[src/rtl/du_pkg.sv]
// Shared definitions for the debug-unit data-memory dump engine:
// one-hot state encodings, width derivations and memory read constants.
package du_pkg;

    localparam int NB_STATE = 9;

    localparam logic [NB_STATE-1:0] ST_IDLE      = 9'b0_0000_0001;
    localparam logic [NB_STATE-1:0] ST_RX_ADDR   = 9'b0_0000_0010;
    localparam logic [NB_STATE-1:0] ST_RX_COUNT  = 9'b0_0000_0100;
    localparam logic [NB_STATE-1:0] ST_READ      = 9'b0_0000_1000;
    localparam logic [NB_STATE-1:0] ST_WAIT      = 9'b0_0001_0000;
    localparam logic [NB_STATE-1:0] ST_SEND      = 9'b0_0010_0000;
    localparam logic [NB_STATE-1:0] ST_SEND_WAIT = 9'b0_0100_0000;
    localparam logic [NB_STATE-1:0] ST_NAK       = 9'b0_1000_0000;
    localparam logic [NB_STATE-1:0] ST_NAK_WAIT  = 9'b1_0000_0000;

    localparam logic [1:0] DMEM_RSIZE_WORD = 2'b11;

    // The terminating address is the all-ones word, whatever its width.
    localparam logic SENTINEL_FILL = 1'b1;

    function automatic int nb_bytes(input int nb_word, input int nb_uart);
        return nb_word / nb_uart;
    endfunction

    function automatic int cnt_width(input int n);
        return (n > 1) ? $clog2(n) : 1;
    endfunction

endpackage

[src/rtl/du_byte_deser.sv]
// LSB-first byte deserialiser: holds the assembled word, counts received
// bytes and flags the byte that completes the word.
module du_byte_deser
    import du_pkg::*;
#(
    parameter int NB_UART_DATA = 8,
    parameter int NB_BYTES     = 4
) (
    input  logic                             clk,
    input  logic                             i_rst,
    input  logic                             clr,
    input  logic                             shift,
    input  logic [NB_UART_DATA-1:0]          byte_in,
    input  logic                             load,
    input  logic [NB_BYTES*NB_UART_DATA-1:0] load_value,
    output logic [NB_BYTES*NB_UART_DATA-1:0] value,
    output logic [NB_BYTES*NB_UART_DATA-1:0] value_nxt,
    output logic                             done
);

    localparam int W     = NB_BYTES * NB_UART_DATA;
    localparam int CNT_W = cnt_width(NB_BYTES);

    logic [CNT_W-1:0] cnt;

    // New byte enters at the MSB side so the first byte ends up in the LSBs.
    assign value_nxt = W'({byte_in, value} >> NB_UART_DATA);
    assign done      = shift && (cnt == CNT_W'(NB_BYTES - 1));

    always_ff @(posedge clk) begin
        if (i_rst) begin
            value <= '0;
            cnt   <= '0;
        end else begin
            if (shift) begin
                value <= value_nxt;
                cnt   <= done ? '0 : cnt + CNT_W'(1);
            end else if (load) begin
                value <= load_value;
            end
            if (clr) begin
                cnt <= '0;
            end
        end
    end

endmodule

[src/rtl/du_dmem_burst_tx.sv]
// Debug-unit data-memory dump engine: receives start address and word count
// over UART, then streams that many consecutive memory words LSB byte first.
module du_dmem_burst_tx
    import du_pkg::*;
#(
    parameter int                      NB_DATA      = 32,
    parameter int                      NB_UART_DATA = 8,
    parameter int                      NB_COUNT     = 16,
    parameter int                      RD_LATENCY   = 4,
    parameter logic [NB_UART_DATA-1:0] NAK_BYTE     = 8'hEE
) (
    input  logic                    clk,
    input  logic                    i_rst,
    input  logic                    i_start,
    input  logic                    i_rx_done,
    input  logic [NB_UART_DATA-1:0] i_rx_data,
    input  logic                    i_tx_done,
    input  logic [NB_DATA-1:0]      i_dmem_data,
    output logic                    o_rd,
    output logic                    o_wr,
    output logic                    o_tx_start,
    output logic [NB_UART_DATA-1:0] o_wdata,
    output logic                    o_dmem_rd,
    output logic [1:0]              o_dmem_rsize,
    output logic [NB_DATA-1:0]      o_dmem_raddr,
    output logic                    o_busy,
    output logic                    o_done
);

    localparam int NB_BYTES  = nb_bytes(NB_DATA, NB_UART_DATA);
    localparam int NB_CBYTES = nb_bytes(NB_COUNT, NB_UART_DATA);
    localparam int IDX_W     = cnt_width(NB_BYTES);
    localparam int LAT_W     = cnt_width(RD_LATENCY);

    localparam logic [NB_DATA-1:0] ADDR_STEP  = NB_DATA'(NB_BYTES);
    localparam logic [NB_DATA-1:0] ALIGN_MASK = NB_DATA'(NB_BYTES - 1);

    logic [NB_STATE-1:0] state;
    logic [IDX_W-1:0]    idx;
    logic [LAT_W-1:0]    lat;
    logic [NB_DATA-1:0]  data;

    logic                addr_shift, addr_done;
    logic [NB_DATA-1:0]  addr, addr_nxt;
    logic                cnt_shift, cnt_done;
    logic [NB_COUNT-1:0] count, count_nxt;
    logic                word_done, sentinel, misaligned;

    assign addr_shift = (state == ST_RX_ADDR) && i_rx_done;
    assign cnt_shift  = (state == ST_RX_COUNT) && i_rx_done;
    assign word_done  = (state == ST_SEND_WAIT) && i_tx_done && (idx == IDX_W'(NB_BYTES - 1));
    assign sentinel   = (addr_nxt == {NB_DATA{SENTINEL_FILL}});
    assign misaligned = ((addr_nxt & ALIGN_MASK) != '0);

    du_byte_deser #(
        .NB_UART_DATA (NB_UART_DATA),
        .NB_BYTES     (NB_BYTES)
    ) u_addr_deser (
        .clk        (clk),
        .i_rst      (i_rst),
        .clr        (state == ST_IDLE),
        .shift      (addr_shift),
        .byte_in    (i_rx_data),
        .load       (word_done),
        .load_value (addr + ADDR_STEP),
        .value      (addr),
        .value_nxt  (addr_nxt),
        .done       (addr_done)
    );

    du_byte_deser #(
        .NB_UART_DATA (NB_UART_DATA),
        .NB_BYTES     (NB_CBYTES)
    ) u_count_deser (
        .clk        (clk),
        .i_rst      (i_rst),
        .clr        (state == ST_IDLE),
        .shift      (cnt_shift),
        .byte_in    (i_rx_data),
        .load       (word_done),
        .load_value (count - NB_COUNT'(1)),
        .value      (count),
        .value_nxt  (count_nxt),
        .done       (cnt_done)
    );

    always_ff @(posedge clk) begin
        if (i_rst) begin
            state <= ST_IDLE;
            idx   <= '0;
            lat   <= '0;
            data  <= '0;
        end else begin
            case (state)
                ST_IDLE: begin
                    if (i_start) begin
                        state <= ST_RX_ADDR;
                        idx   <= '0;
                    end
                end
                ST_RX_ADDR: begin
                    if (addr_done) begin
                        if (sentinel)        state <= ST_IDLE;
                        else if (misaligned) state <= ST_NAK;
                        else                 state <= ST_RX_COUNT;
                    end
                end
                ST_RX_COUNT: begin
                    if (cnt_done) begin
                        state <= (count_nxt == '0) ? ST_RX_ADDR : ST_READ;
                    end
                end
                ST_READ: begin
                    lat   <= '0;
                    state <= ST_WAIT;
                end
                ST_WAIT: begin
                    // Capture lands exactly RD_LATENCY cycles after the strobe cycle.
                    if (lat == LAT_W'(RD_LATENCY - 1)) begin
                        data  <= i_dmem_data;
                        idx   <= '0;
                        state <= ST_SEND;
                    end else begin
                        lat <= lat + LAT_W'(1);
                    end
                end
                ST_SEND: begin
                    state <= ST_SEND_WAIT;
                end
                ST_SEND_WAIT: begin
                    if (i_tx_done) begin
                        if (!word_done) begin
                            idx   <= idx + IDX_W'(1);
                            state <= ST_SEND;
                        end else begin
                            state <= (count == NB_COUNT'(1)) ? ST_RX_ADDR : ST_READ;
                        end
                    end
                end
                ST_NAK: begin
                    state <= ST_NAK_WAIT;
                end
                ST_NAK_WAIT: begin
                    if (i_tx_done) state <= ST_RX_ADDR;
                end
                default: begin
                    state <= ST_IDLE;
                end
            endcase
        end
    end

    // Gated by reset so an abort emits nothing in the reset cycle itself.
    always_comb begin
        o_rd         = 1'b0;
        o_wr         = 1'b0;
        o_tx_start   = 1'b0;
        o_wdata      = '0;
        o_dmem_rd    = 1'b0;
        o_dmem_rsize = '0;
        o_dmem_raddr = '0;
        o_busy       = 1'b0;
        o_done       = 1'b0;
        if (!i_rst) begin
            o_busy = (state != ST_IDLE);
            o_rd   = addr_shift || cnt_shift;
            o_done = addr_shift && addr_done && sentinel;
            case (state)
                ST_READ: begin
                    o_dmem_rd    = 1'b1;
                    o_dmem_rsize = DMEM_RSIZE_WORD;
                    o_dmem_raddr = addr;
                end
                ST_SEND: begin
                    o_wr       = 1'b1;
                    o_tx_start = 1'b1;
                    o_wdata    = data[int'(idx)*NB_UART_DATA +: NB_UART_DATA];
                end
                ST_NAK: begin
                    o_wr       = 1'b1;
                    o_tx_start = 1'b1;
                    o_wdata    = NAK_BYTE;
                end
                default: ;
            endcase
        end
    end

endmodule

[config.mk]
export PLATFORM = sky130hd
export DESIGN_NAME = du_dmem_burst_tx
export DESIGN_NICKNAME = d
export VERILOG_FILES = /design/src/rtl/du_pkg.sv /design/src/rtl/du_byte_deser.sv /design/src/rtl/du_dmem_burst_tx.sv
export SDC_FILE = /design/constraint.sdc
export NUM_CORES = 1
export LEC_CHECK = 0
export CORE_ASPECT_RATIO = 0.5
export CORE_MARGIN = 2
export CORE_UTILIZATION = 25
export CTS_CLUSTER_DIAMETER = 30
export DETAILED_ROUTE_END_ITERATION = 8
export GPL_ROUTABILITY_DRIVEN = 1
export PLACE_DENSITY_LB_ADDON = 0.12
export SYNTH_ARGS = -nofsm -noshare
export SYNTH_HDL_FRONTEND = slang
export SYNTH_SLANG_ARGS = --single-unit
[constraint.sdc]
create_clock -name clk -period 5.7 [get_ports clk]
set_clock_uncertainty 0.05 [all_clocks]
set_input_delay 1.14 -clock clk [delete_from_list [all_inputs] [get_ports clk]]
set_output_delay 1.14 -clock clk [all_outputs]
set_load 0.1 [all_outputs]
## Word-level counts from Yosys, hierarchy flattened

Cells that the tools add are included.

| storage, ports and cells | value |
|---|---|
| bits in registers | 96 |
| bits of input ports | 45 |
| logic and storage cells | 97 |
| output and inout bits | 48 |

| cells by class | value |
|---|---|
| add/sub/neg operators | 6 |
| equal/unequal tests | 23 |
| shifts and indexed selects | 1 |
| muxes and demuxes | 38 |
| reductions and logical operators | 21 |

Operators with widths:

| kind | count |
|---|---|
| 2-to-1 mux 32 bit | 4 |
| one-hot mux 9 bit (9 select lines) | 1 |
| 2-to-1 mux 9 bit | 6 |
| adder 32 x 3 -> 32 bit, second input constant | 1 |
| equality test 32 bit, second input constant | 1 |
| 2-to-1 mux 16 bit | 2 |
| nonzero test 32 bit | 1 |
| variable part select 32 x 6 -> 8 bit | 1 |
| 2-to-1 mux 8 bit | 3 |
| equality test 16 x 1 -> 1 bit, second input constant | 1 |
| logical NOT 16 bit | 1 |
| 2-to-1 mux 2 bit | 8 |
| one-hot mux 8 bit (2 select lines) | 1 |
| subtractor 16 x 1 -> 16 bit, second input constant | 1 |
| != test 2 bit, second input constant | 7 |
| equality test 9 x 1 -> 1 bit, second input constant | 1 |
| equality test 9 x 2 -> 1 bit, second input constant | 1 |
| equality test 9 x 3 -> 1 bit, second input constant | 1 |
| equality test 9 x 4 -> 1 bit, second input constant | 1 |
| equality test 9 x 5 -> 1 bit, second input constant | 1 |
| equality test 9 x 6 -> 1 bit, second input constant | 1 |
| equality test 9 x 7 -> 1 bit, second input constant | 1 |
| equality test 9 x 8 -> 1 bit, second input constant | 1 |
| equality test 9 bit, second input constant | 1 |
| other kinds (18) | 41 |

## Logic depth before layout (Yosys ltp)

Gate-level depths: netlist (run 1).

| depth | value |
|---|---|
| word-level depth | 6 |
| mapped depth | 8 |
| mapped depth without buffers | 7 |

## Cells and area by module

A second synthesis (run 1) with hierarchy kept.

| second synthesis, totals | value |
|---|---|
| cells, all modules | 737 |
| area total of the unflattened synthesis | 6207.2 um^2 |

By module, submodules not included:

| module | area each (um^2) | seq. area each (um^2) | instances | cells each |
|---|---|---|---|---|
| du_dmem_burst_tx | 3420.8 | 900.9 | 1 | 459 |
| du_byte_deser at u_addr_deser | 1864.3 | 680.7 | 1 | 186 |
| du_byte_deser at u_count_deser | 922.1 | 340.3 | 1 | 92 |

## Worst setup path after synthesis (run 1)

No wires, ideal clock.

| timing path | value |
|---|---|
| path kind | input to output |
| start | input port i_rst |
| end | output port o_wdata[1] |
| data required time | 4.510 ns |
| path buffers | 1 |
| stages on the path | 4 |
| path slack | 0.405 ns |
| arrival time | 4.105 ns |
| path through | buf_2 or4_1 nor2_1 o21a_1 |

| on the way | value |
|---|---|
| word-level cells in the longest chain between the ends | 1 |

Ends and longest elaborated chain:

| element | RTL line | text |
|---|---|---|
| start, declared | du_dmem_burst_tx.sv:13 | `input logic i_rst,` |
| 2-to-1 mux 8 bit | du_dmem_burst_tx.sv:164 | `if (!i_rst) begin` |
| end, declared | du_dmem_burst_tx.sv:22 | `output logic [NB_UART_DATA-1:0] o_wdata,` |

Every way passes these cells.

## Worst setup path in the final report (run 1)

| timing path | value |
|---|---|
| start | register state[4] |
| end | output port o_busy |

| on the way | value |
|---|---|
| word-level cells in the longest chain between the ends | 2 |

Ends and longest elaborated chain:

| element | RTL line | text |
|---|---|---|
| start, declared | du_dmem_burst_tx.sv:38 | `logic [NB_STATE-1:0] state;` |
| start signal, assigned | du_dmem_burst_tx.sv:110 | `state <= (count_nxt == '0) ? ST_RX_ADDR : ST_READ;` |
| start signal, assigned | du_dmem_burst_tx.sv:136 | `state <= (count == NB_COUNT'(1)) ? ST_RX_ADDR : ST_READ;` |
| != test 9 x 1 -> 1 bit | du_dmem_burst_tx.sv:165 | `o_busy = (state != ST_IDLE);` |
| 2-to-1 mux 1 bit | du_dmem_burst_tx.sv:164 |  |
| end, declared | du_dmem_burst_tx.sv:26 | `output logic o_busy,` |

Every way passes these cells.

==> impl_metrics.csv, run 1 <==
group,metric,value,unit
clock_network,cts-htree-levels,3,
global_routing,antenna_found_initial,0,
clock_network,post_cts_buffers,0,
min_path,worst_hold_path_type,"flip-flop to flip-flop",
place,place_inst,1052,
global_routing,grt_pass1_wl,29100,µm
worst_setup_path,r2r-start,"idx[0]",
layout,antenna_cells,0,
clock_network,cts-root-buf,"clkbuf_16",
layout,nets,814,
timing,fin_crit_sh,0.787,
synth,synth_area,5600,µm²
worst_setup_path,r2r_setup_slack,2.62,ns
worst_setup_path,r2r_cells,7,
worst_setup_path,cp.arrival,3.30,ns
timing,post-route-min-period,4.49,ns
timing,rsz0062_at_grt,"no",
status,status,"complete, no violations",
min_path,hold_path_depth,2,
min_path,hold_end,"data[4]",
timing,slew_violations,0,
route,wl_per_cell,17.4,µm
min_path,min-delay-start,"data[4]",
synth,synthCells,710,
synth,synth-seq-area-share,0.343,
synth,async_flop_share,0,
worst_setup_path,crit_fanout,12,
route,wirelength,18600,µm
floorplanning,start_util,0.256,
worst_setup_path,cpMaxStageDelayCell,"clkdlybuf4s50_1",
synth,yosysTopAreaCellShare,0.343,
route,ant_nets,0,
clock_network,clk_latency,0.36,ns
place,hpwlAfterDp,13000,µm
worst_setup_path,path_cells,"or4_1 -> nor3_1 -> nor2_1 -> clkdlybuf4s50_1",
layout,areaGrowthSynthToFinish,24.0,%
worst_setup_path,critPathRequiredTime,4.51,ns
synth,synth_edf_count,0,
worst_setup_path,max_stage_delay,0.99,ns
synth,ys_seq_elements,96,
timing,hold_violations,0,
global_routing,grt-ovfl-total,0,
synth,yosys.area.top_type,"dfxtp_1",
global_routing,grt_start_max_net_pins,67,
clock_network,cts_buffers,9,
synth,synth_cell_types,67,
layout,fillers,2337,
timing,tns,0,ns
floorplanning,row_count,38,
timing,slew_headroom,0.350,
floorplanning,core_area,21800,µm²
floorplanning,die-area,23700,µm²
pwr,peakVddDrop,0.000125,V
timing,setup_ws,1.21,ns
clock_network,cts.sinks,96,
pwr,p_clk_frac,0.403,
clock_network,clk_path_buf_depth,2,
floorplanning,die_h,110,µm
worst_setup_path,r2r_end,"u_addr_deser.value[26]",
timing,fmax,0.223,GHz
synth,synthTopCellsByCount,"110 x nand2_1, 96 x dfxtp_1, 60 x a21oi_1",
pwr,p_seq_frac,0.399,
synth,yosys_warnings,0,
synth,synthTopCellsByArea,"dfxtp_1 34%, nand2_1 7.4%, a21oi_1 5.4%, and2_1 3.9%, mux4_2 3.2%",
worst_setup_path,crit_type,"flip-flop to output port",
route,drt_iter0_drc,241,
global_routing,grt_pass1_vias,5138,
clock_network,clk_pin_slew,0.07,ns
flow_run,maxCapViolCount,0,
pwr,p_sw,0.000568,W
clock_network,cts_resized,0,
global_routing,grtUsageTotal,0.158,
floorplanning,ios,93,
layout,final_cell_count_no_fill,1068,
synth,syn-num-nets,761,
pwr,internal-power,0.00133,W
route,vias_per_cell,5.04,
route,drc,0,
synth,syn_avg_cell_area,7.88,µm²
route,routed-via-count,5384,
place,io_buffer_count,92,
place,gp_routability_congestion,0.798,
pwr,p_comb_frac,0.199,
layout,drive_above_1_share,0.128,
clock_network,cts_hold_buf,0,
place,post-place-ws,1.44,ns
route,first_pass_iters,5,
timing,finalSetupViolations,0,
worst_setup_path,startpoint_type,"flip-flop",
pwr,p_leak,2.35,nW
pwr,swShare,0.299,
worst_setup_path,cp-end-kind,"output port",
floorplanning,die_w,216,µm
pwr,power,0.00190,W
clock_network,cts_tree,"built",
pwr,power.density,273,nW/µm²
synth,synthMostInstantiatedCell,"nand2_1",
synth,synth_flop_cell,"dfxtp_1",
timing,tightest_slew,0.972,ns
power by group through the flow:
stage          combinational, W  clock (W)  sequential, W
2_1_floorplan          0.000284          0       0.000735
3_3_place_gp           0.000378          0       0.000768
3_5_place_dp           0.000374          0       0.000770
4_1_cts                0.000377   0.000785       0.000754
5_1_grt                0.000412   0.000804       0.000763
6_report               0.000377   0.000764       0.000756
worst max-delay path: cells and delay by family (launching register included):
family | cells | cell delay [ns]
buf+inv | 1 | 0.99
simple gates | 3 | 1.52
flops | 1 | 0.42
state kept, by name, summed over array words and instances (netlist names):
register             flops
u_addr_deser.cnt         2
state                    9
idx                      2
u_addr_deser.value      32
lat                      2
data                    32
u_count_deser.cnt        1
u_count_deser.value     16
placed cells by master (no fill, tap or decap), types with 21 or more instances in the layout:
cell / n
clkdlybuf4s50_1: 44
nand4_1: 21
dfxtp_1: 96
nor2_1: 41
nand2_1: 110
nor3_1: 28
and2_1: 35
a21oi_1: 60
buf_4: 55
cell type report:
class | instances | area (µm²) | area share
multi-input combinational | 548 | 3390 | 0.488
clock inverter | 5 | 128 | 0.0184
sequential | 96 | 1920 | 0.277
timing repair buffer | 99 | 853 | 0.123
clock buffer | 11 | 243 | 0.0350
inverter | 9 | 33.8 | 0.00487
tap | 300 | 375 | 0.0541
cells by family after synthesis:
kind of cell	share of synthesized area
AND/OR/NAND/NOR	0.349
AO/OA/AOI/OAI	0.177
flip-flops	0.343
buffers and inverters	0.0530
XOR/XNOR	0.0282
multiplexers	0.0358
adder cells (fa/ha/maj)	0.0134
worst max-delay path by stage:
stage          cells past startpoint      from         end
2_1_floorplan                      4     i_rst  o_wdata[1]
3_3_place_gp                       5     i_rst  o_wdata[7]
3_5_place_dp                       5     i_rst  o_wdata[5]
4_1_cts                            4  state[4]      o_busy
5_1_grt                            4  state[6]      o_busy
6_report                           4  state[4]      o_busy
stage by stage:
step | hold slack, ns | utilization | instance area, µm²
floorplan | 0.377 | - | 5600
finish | 0.401 | 0.318 | 6940
detailed placement | 0.393 | 0.301 | 6570
global placement | 0.387 | 0.301 | 6570
CTS | 0.401 | 0.318 | 6940
global route | 0.419 | 0.318 | 6940
routing by layer:
| layer | vias to the layer above | share of wire | GRT usage |
|---|---|---|---|
| met2 | 103 | 0.45 | 0.255 |
| met1 | 2562 | 0.49 | 0.212 |
| met5 | - | 0 | 0 |
| met4 | 0 | 0.014 | 0.0414 |
| met3 | 20 | 0.041 | 0.0382 |
| li1 | 2699 | - | - |
Power figures use the tool's default switching activity.
==> run 2: changes to the inputs <==
==> constraint.sdc (replaced) <==
create_clock -name clk -period 4.11 [get_ports clk]
set_clock_uncertainty 0.05 [all_clocks]
set_input_delay 0.822 -clock clk [delete_from_list [all_inputs] [get_ports clk]]
set_output_delay 0.822 -clock clk [all_outputs]
set_load 0.1 [all_outputs]
==> impl_metrics.csv, run 2 (synthesis results as in run 1) <==
group,metric,value,unit
status,status,"complete, no violations",
timing,fin_crit_sh,0.840,
layout,drive_above_1_share,0.140,
worst_setup_path,r2r_end,"u_addr_deser.value[31]",
clock_network,cts-htree-levels,3,
clock_network,cts.sinks,96,
pwr,p_leak,2.50,nW
timing,rsz0062_at_grt,"no",
worst_setup_path,startpoint,"state[4]",
floorplanning,start_util,0.256,
floorplanning,core_area,21800,µm²
clock_network,cts_hold_buf,0,
flow_run,maxCapViolCount,0,
pwr,p_sw,0.000783,W
route,routed-via-count,5454,
worst_setup_path,startpoint_type,"flip-flop",
place,hpwlAfterDp,12900,µm
worst_setup_path,crit_path_end,"o_dmem_raddr[9]",
clock_network,cts-root-buf,"clkbuf_16",
floorplanning,die_w,216,µm
place,io_buffer_count,92,
layout,final_cell_count_no_fill,1076,
pwr,p_comb_frac,0.211,
clock_network,clk_pin_slew,0.07,ns
layout,antenna_cells,0,
worst_setup_path,cp.arrival,2.58,ns
timing,slew_headroom,0.490,
global_routing,antenna_found_initial,0,
worst_setup_path,critPathRequiredTime,3.24,ns
floorplanning,die-area,23700,µm²
clock_network,cts_tree,"built",
route,vias_per_cell,5.07,
place,place_inst,1060,
pwr,swShare,0.306,
global_routing,grt_start_max_net_pins,56,
global_routing,grt_pass1_wl,29000,µm
timing,hold_violations,0,
route,drc,0,
floorplanning,ios,93,
worst_setup_path,r2r_cells,6,
pwr,internal-power,0.00178,W
floorplanning,row_count,38,
clock_network,clk_latency,0.35,ns
route,drt_iter0_drc,370,
worst_setup_path,crit_fanout,35,
global_routing,grt-ovfl-total,0,
pwr,power.density,341,nW/µm²
route,ant_nets,0,
worst_setup_path,crit_type,"flip-flop to output port",
route,wirelength,18200,µm
layout,fillers,2301,
clock_network,post_cts_buffers,0,
worst_setup_path,r2r_setup_slack,1.30,ns
timing,tightest_slew,0.754,ns
min_path,worst_hold_path_type,"flip-flop to flip-flop",
clock_network,cts_buffers,9,
layout,nets,822,
timing,slew_violations,0,
pwr,peakVddDrop,0.000153,V
worst_setup_path,cp-end-kind,"output port",
timing,finalSetupViolations,0,
global_routing,grtUsageTotal,0.156,
layout,layout_commonest_cell,"nand2_1",
layout,layout_common_cells,"110 x nand2_1, 96 x dfxtp_1, 60 x a21oi_1, 43 x clkdlybuf4s50_1, 42 x buf_12",
place,gp_routability_congestion,0.793,
route,first_pass_iters,5,
worst_setup_path,r2r-start,"idx[0]",
timing,post-route-min-period,3.45,ns
clock_network,clk_path_buf_depth,2,
route,wl_per_cell,16.9,µm
pwr,p_seq_frac,0.409,
global_routing,grt_pass1_vias,5128,
layout,areaGrowthSynthToFinish,34.0,%
clock_network,cts_resized,0,
timing,tns,0,ns
layout,reg_top3,"data x32, u_addr_deser.value x32, u_count_deser.value x16",
timing,fmax,0.290,GHz
floorplanning,die_h,110,µm
pwr,p_clk_frac,0.380,
run 2: power groups by stage:
stage	Sequential (W)	Combinational, W	Clock (W)
after floorplan	0.00102	0.000395	0
after global placement	0.00107	0.000538	0
after detailed placement	0.00107	0.000538	0
after CTS	0.00105	0.000541	0.00100
after global routing	0.00106	0.000592	0.00104
final	0.00105	0.000539	0.000973
run 2: cell type report:
cell class,instances,area [µm²],share of cell area
Multi-Input combinational cell,548,3390,0.453
Sequential cell,96,1920,0.256
Timing Repair Buffer,107,1440,0.192
Tap cell,300,375,0.0501
Clock buffer,10,229,0.0305
Clock inverter,6,108,0.0144
Inverter,9,33.8,0.00451
run 2: metal layers:
layer	wire length, µm	GRT usage
met1	8760	0.211
met5	0	0
met3	918	0.0357
met2	8310	0.254
met4	187	0.0365
run 2: through the flow:
stage	setup WS (ns)	utilization	instance area, µm²	total power (W)	hold slack (ns)
after floorplan	0.00566	-	5610	0.00141	0.377
after global placement	0.782	0.328	7160	0.00161	0.388
after detailed placement	0.714	0.328	7160	0.00161	0.391
after CTS	0.584	0.344	7500	0.00259	0.401
after global routing	0.494	0.344	7500	0.00269	0.420
final	0.656	0.344	7500	0.00256	0.398
run 2: how the worst min path moves through the flow:
stage	start	end	slack, ns	cells after the start
6_report	data[21]	data[21]	0.40	2
5_1_grt	data[10]	data[10]	0.42	2
4_1_cts	data[21]	data[21]	0.40	2
3_5_place_dp	data[21]	data[21]	0.39	2
3_3_place_gp	data[6]	data[6]	0.39	2
2_1_floorplan	u_addr_deser.value[1]	u_addr_deser.value[1]	0.38	2
run 2: worst max-delay path: stages, from the launching register on:
cell and delay (ns):
dfxtp_1 0.43, or4_1 0.79, nor4_4 0.27, buf_4 0.30
and2_1 0.23, buf_12 0.19
